--- config.mk ---
export PLATFORM = sky130hd
export DESIGN_NAME = shared_bus_mux
export DESIGN_NICKNAME = d
export VERILOG_FILES = /design/src/rtl/shared_bus_pkg.sv /design/src/rtl/onehot_to_index.sv /design/src/rtl/shared_bus_mux.sv
export SDC_FILE = /design/constraint.sdc
export NUM_CORES = 1
export LEC_CHECK = 0
export CAP_MARGIN = 20
export CORE_ASPECT_RATIO = 0.5
export CORE_MARGIN = 2
export CORE_UTILIZATION = 34
export DETAILED_ROUTE_END_ITERATION = 8
export PLACE_DENSITY_LB_ADDON = 0.05
export REMOVE_ABC_BUFFERS = 1
export SLEW_MARGIN = 10
export SYNTH_ARGS = -nofsm -noshare
export SYNTH_HDL_FRONTEND = slang
export SYNTH_SLANG_ARGS = --single-unit
--- constraint.sdc ---
create_clock -name i_clk -period 1.75 [get_ports i_clk]
set_input_delay 0.35 -clock i_clk [delete_from_list [all_inputs] [get_ports i_clk]]
set_output_delay 0.35 -clock i_clk [all_outputs]
set_load 0.02 [all_outputs]
--- src/rtl/shared_bus_pkg.sv ---
// Shared types and helpers for the shared-bus multiplexer and other grant consumers.
package shared_bus_pkg;

  typedef enum logic [1:0] {
    IDLE = 2'd0,
    CMD  = 2'd1,
    RESP = 2'd2,
    DONE = 2'd3
  } state_t;

  function automatic int unsigned bytes_per_beat(input int unsigned data_w);
    return data_w / 32'd8;
  endfunction

endpackage

--- src/rtl/onehot_to_index.sv ---
// Converts a one-hot vector to its bit index; o_onehot flags exactly one bit set.
module onehot_to_index #(
  parameter  int PORTS = 2,
  localparam int IDX_W = (PORTS > 1) ? $clog2(PORTS) : 1
) (
  input  logic [PORTS-1:0] i_vec,
  output logic [IDX_W-1:0] o_idx,
  output logic             o_onehot
);

  // OR of set-bit indices; only meaningful when o_onehot is high
  always_comb begin
    o_idx = {IDX_W{1'b0}};
    for (int i = 0; i < PORTS; i++) begin
      o_idx = o_idx | (i_vec[i] ? IDX_W'(i) : {IDX_W{1'b0}});
    end
  end

  assign o_onehot = (i_vec != {PORTS{1'b0}}) &&
                    ((i_vec & (i_vec - PORTS'(1))) == {PORTS{1'b0}});

endmodule

--- src/rtl/shared_bus_mux.sv ---
// Latches the granted master as bus owner and sequences its burst, one beat
// outstanding at a time, onto a single shared slave port.
module shared_bus_mux
  import shared_bus_pkg::*;
#(
  parameter  int PORTS  = 2,
  parameter  int ADDR_W = 32,
  parameter  int DATA_W = 32,
  parameter  int LEN_W  = 4,
  localparam int IDX_W  = (PORTS > 1) ? $clog2(PORTS) : 1
) (
  input  logic                  i_clk,
  input  logic                  i_rstn,
  input  logic [PORTS-1:0]      i_grant_vec,
  input  logic [PORTS-1:0]      i_m_valid,
  input  logic [PORTS-1:0]      i_m_we,
  input  logic [PORTS*ADDR_W-1:0] i_m_addr,
  input  logic [PORTS*LEN_W-1:0]  i_m_len,
  input  logic [PORTS*DATA_W-1:0] i_m_wdata,
  output logic [PORTS-1:0]      o_m_wack,
  output logic [PORTS-1:0]      o_m_rvalid,
  output logic [DATA_W-1:0]     o_m_rdata,
  output logic [PORTS-1:0]      o_m_done,
  output logic                  o_s_valid,
  output logic                  o_s_we,
  output logic [ADDR_W-1:0]     o_s_addr,
  output logic [DATA_W-1:0]     o_s_wdata,
  input  logic                  i_s_ready,
  input  logic                  i_s_rvalid,
  input  logic [DATA_W-1:0]     i_s_rdata,
  output logic                  o_busy,
  output logic [IDX_W-1:0]      o_owner_idx
);

  localparam logic [ADDR_W-1:0] ADDR_INC = ADDR_W'(bytes_per_beat(DATA_W));

  state_t              r_state, w_nxt_state;
  logic [IDX_W-1:0]    r_owner, w_nxt_owner;
  logic                r_we, w_nxt_we;
  logic [ADDR_W-1:0]   r_addr, w_nxt_addr;
  logic [LEN_W-1:0]    r_beats, w_nxt_beats;
  logic [DATA_W-1:0]   r_rdata, w_nxt_rdata;
  logic [PORTS-1:0]    r_rvalid, w_nxt_rvalid;
  logic [IDX_W-1:0]    w_grant_idx;
  logic                w_grant_onehot;
  logic [PORTS-1:0]    w_owner_oh;

  onehot_to_index #(.PORTS(PORTS)) u_grant_idx (
    .i_vec    (i_grant_vec),
    .o_idx    (w_grant_idx),
    .o_onehot (w_grant_onehot)
  );

  assign w_owner_oh = PORTS'(1) << r_owner;

  // Next-state and next-datapath; arbiter inputs are only looked at in IDLE
  always_comb begin
    w_nxt_state  = r_state;
    w_nxt_owner  = r_owner;
    w_nxt_we     = r_we;
    w_nxt_addr   = r_addr;
    w_nxt_beats  = r_beats;
    w_nxt_rdata  = r_rdata;
    w_nxt_rvalid = {PORTS{1'b0}};
    case (r_state)
      IDLE: begin
        if (w_grant_onehot && i_m_valid[w_grant_idx]) begin
          w_nxt_owner = w_grant_idx;
          w_nxt_we    = i_m_we[w_grant_idx];
          w_nxt_addr  = i_m_addr[w_grant_idx*ADDR_W +: ADDR_W];
          w_nxt_beats = i_m_len[w_grant_idx*LEN_W +: LEN_W];
          w_nxt_state = CMD;
        end else begin
          w_nxt_state = IDLE;
        end
      end
      CMD: begin
        if (i_s_ready) begin
          if (r_we) begin
            w_nxt_addr = r_addr + ADDR_INC;
            if (r_beats == {LEN_W{1'b0}}) begin
              w_nxt_state = DONE;
            end else begin
              w_nxt_beats = r_beats - LEN_W'(1);
              w_nxt_state = CMD;
            end
          end else begin
            w_nxt_state = RESP;
          end
        end else begin
          w_nxt_state = CMD;
        end
      end
      RESP: begin
        if (i_s_rvalid) begin
          w_nxt_rdata  = i_s_rdata;
          w_nxt_rvalid = w_owner_oh;
          w_nxt_addr   = r_addr + ADDR_INC;
          if (r_beats == {LEN_W{1'b0}}) begin
            w_nxt_state = DONE;
          end else begin
            w_nxt_beats = r_beats - LEN_W'(1);
            w_nxt_state = CMD;
          end
        end else begin
          w_nxt_state = RESP;
        end
      end
      DONE:    w_nxt_state = IDLE;
      default: w_nxt_state = IDLE;
    endcase
  end

  // State and datapath registers with synchronous active-low reset
  always_ff @(posedge i_clk) begin
    if (!i_rstn) begin
      r_state  <= IDLE;
      r_owner  <= {IDX_W{1'b0}};
      r_we     <= 1'b0;
      r_addr   <= {ADDR_W{1'b0}};
      r_beats  <= {LEN_W{1'b0}};
      r_rdata  <= {DATA_W{1'b0}};
      r_rvalid <= {PORTS{1'b0}};
    end else begin
      r_state  <= w_nxt_state;
      r_owner  <= w_nxt_owner;
      r_we     <= w_nxt_we;
      r_addr   <= w_nxt_addr;
      r_beats  <= w_nxt_beats;
      r_rdata  <= w_nxt_rdata;
      r_rvalid <= w_nxt_rvalid;
    end
  end

  assign o_s_valid   = (r_state == CMD);
  assign o_s_we      = o_s_valid & r_we;
  assign o_s_addr    = r_addr;
  assign o_s_wdata   = i_m_wdata[r_owner*DATA_W +: DATA_W];
  assign o_m_wack    = (o_s_valid && r_we && i_s_ready) ? w_owner_oh : {PORTS{1'b0}};
  assign o_m_rvalid  = r_rvalid;
  assign o_m_rdata   = r_rdata;
  assign o_m_done    = (r_state == DONE) ? w_owner_oh : {PORTS{1'b0}};
  assign o_busy      = (r_state != IDLE);
  assign o_owner_idx = r_owner;

endmodule
==> summary.txt <==
status: finished with violations
failing checks: negative setup slack
clk_lat worst skew: 0.33 ns
post-route ant nets: 0
WL final: 19000 um
DP HPWL: 13400 um
Async SR Flop Fraction: 0%
CP Max Fanout: 4
most common cell after layout, fill and taps aside: clkdlybuf4s50_1
crit path DAT: 1.49 ns
clock root buffer master: clkbuf_16
critical path's top delay family: buffers and inverters
port buffer count: 283
Core Region: 0.0128 mm2
mapped cell area: 0.00448 mm2
crit path capture type: output pin
buffer levels on the longest clock path: 2
die area: 0.0142 mm2
Total GRT Usage: 25.1%
Worst EP required: 1.40 ns
Final Critical Period: 1.84 ns
Post-Route Utilization: 72.1%
most frequent cells in the layout: clkdlybuf4s50_1 (215), nand2_1 (101), buf_4 (70), dfxtp_1 (63), a21oi_1 (60)
Worst Slack Setup Final: -0.0864 ns
via count: 5772
Final nets: 1117
placed inst area: 0.00810 mm2
antenna diode count: 0
r2r worst-path depth: 8
endpoints failing setup: 29
fin. max-slew vios: 0
Setup Skew: 0.00552 ns
global route total overflow: 0
sequential element share of the synthesized area: 33.1%
Starting Density: 35.1%
WP buf/inv: 3
initial drt markers: 364
Synth Warn #: 0
drt first pass iters: 5
CTS sink cnt: 74
leakage: 3.75 nW
DR WL/cell: 17.1 um
Crit path largest cell delay: 0.42 ns
first-pass GRT wire length: 28700 um
row count: 29
GPL Wtd Cong: 0.814
area delta synth->final: 105%
Distinct cells, synth: 49
Die Y-Extent: 85.2 um
crit path kind: reg2out
final cycle utilization of the critical path: 105%
Chip Width: 166 um
Worst VDD drop: 0.000505 V
DRC Markers: 0
H-Tree Level Count: 3
flops & latches, synth: 74
CTS tree: yes
ys flop type: dfxtp_1
number of top-level pins: 284
final instance area: 0.00921 mm2
unrepaired setup endpoints after global routing: true
Post-Syn Area per Cell: 7.73 um2
largest net degree at the start of global routing: 47
number of synthesized flops with an enable pin: 0
DP Worst Slack: -0.493 ns
Worst-Margin Slew: 0.408 ns
number of global-route vias before repair: 5607
CP Depth: 4
synthesized instance count: 580
layout cells sized above 1: 29.2%
Final Hold Fails: 0
Num CTS Buffers: 9
vias per cell: 5.22
crit path max-delay cell type: dfxtp_4
FMAX: 0.545 GHz
CP Cell Sequence: buf_12, clkbuf_16, mux2_4, buf_6
worst hold path depth: 2
PwrDens: 629 mW/mm2
initial antenna violation count: 0
Worst setup SP type: flop
Slew headroom: 72.7%
Hold Crit Class: reg2reg
Clock Pin Slew Worst Setup and Hold Paths: 0.06 ns
max-cap viol count: 0
area by class of cell:
class,count,area [um2]
Clock buffer,10,229
Clock inverter,6,90.1
Fill cell,1003,3570
Inverter,15,61.3
Multi-Input combinational cell,445,3210
Sequential cell,74,1510
Tap cell,170,213
Timing Repair Buffer,386,3890
synthesized netlist by cell type, types with 3 or more instances:
library cell    n  share of area [%]
nand4_1         9                1.3
a211oi_1        8                1.3
nand3_1        13                1.5
inv_1          15                1.3
o22ai_1         4               0.56
dfxtp_1        74                 33
and2_1          6               0.84
nor3_1         16                1.8
nand2b_1        4               0.56
o221a_2         3               0.75
mux2i_1        27                6.0
a31oi_1        13                1.8
nor2b_1         8                1.1
ha_1            8                2.2
a311oi_1        3               0.59
nand2_1       103                8.6
a41oi_1         8                1.6
mux2_2         38                9.5
nor4_1          5               0.70
a21oi_1        66                7.4
or3_1           3               0.42
and3_1          6               0.84
nor2_1         31                2.6
buf_2           8               0.89
clkbuf_1       37                3.1
o21ai_0        32                3.6
o211ai_1        4               0.67
final timing paths:
| path | start | slack, ns | end |
|---|---|---|---|
| worst max register to register | r_state[0] | -0.06 | o_s_addr[29] |
| worst min-delay path | o_m_rdata[15] | 0.45 | o_m_rdata[15] |
| worst min register to register | o_m_rdata[15] | 0.45 | o_m_rdata[15] |
| worst max-delay path | o_owner_idx | -0.09 | o_s_wdata[25] |
per-layer routing:
layer	global-route usage, %	up-vias	wire length (um)
li1	-	2790	-
met1	30.4	2684	7900
met2	44.1	266	9100
met3	5.92	32	1490
met4	8.78	0	479
met5	0	-	0
metrics by stage:
stage	hold WS (ns)	TNS [ns]	cells	power [mW]
after floorplan	0.452	-44.24	533	2.53
after global placement	0.441	-18.57	1073	3.56
after detailed placement	0.445	-18.96	1073	3.58
after CTS	0.454	-2.75	1103	5.69
after global routing	0.465	-4.38	1106	6.02
final	0.453	-1.55	1106	5.79
registers in the layout, indices dropped and copies added (netlist names):
| register | count |
|---|---|
| o_m_rdata | 32 |
| o_m_rvalid | 2 |
| o_owner_idx | 1 |
| o_s_addr | 32 |
| r_beats | 4 |
| r_state | 2 |
| r_we | 1 |
worst reg2reg max path, stage by stage (launching register included):
cell and delay (ns):
dfxtp_2 0.35, inv_2 0.06, buf_6 0.12, ha_4 0.17, a311oi_4 0.27, and2_4 0.31, buf_6 0.15, mux2i_1 0.18
a31oi_1 0.09
what timing repair did:
| action | CTS | global route |
|---|---|---|
| resized for setup | 284 | 119 |
| setup buffers | 9 | 3 |
| pin swaps | 24 | 22 |
| setup endpoints to repair | 99 | 78 |
| hold buffers | 0 | 0 |
| gates cloned | 5 | 3 |
report_power, final:
group          internal [mW]  leakage [nW]  switching [mW]
Sequential              1.78         0.609          0.0807
Combinational           1.10          2.99           0.862
Clock                   1.25         0.153           0.724
cell families (layout without fill, tap and decap cells):
group           Yosys count  after routing  synth area share, %
buf+inv                  62            417                 5.42
compound gates          154            154                 20.9
mux                      65             65                 15.6
flops                    74             74                 33.1
fa+ha+maj                 8              8                 2.23
simple gates            217            218                 22.9
(Power assumes the default switching activity.)
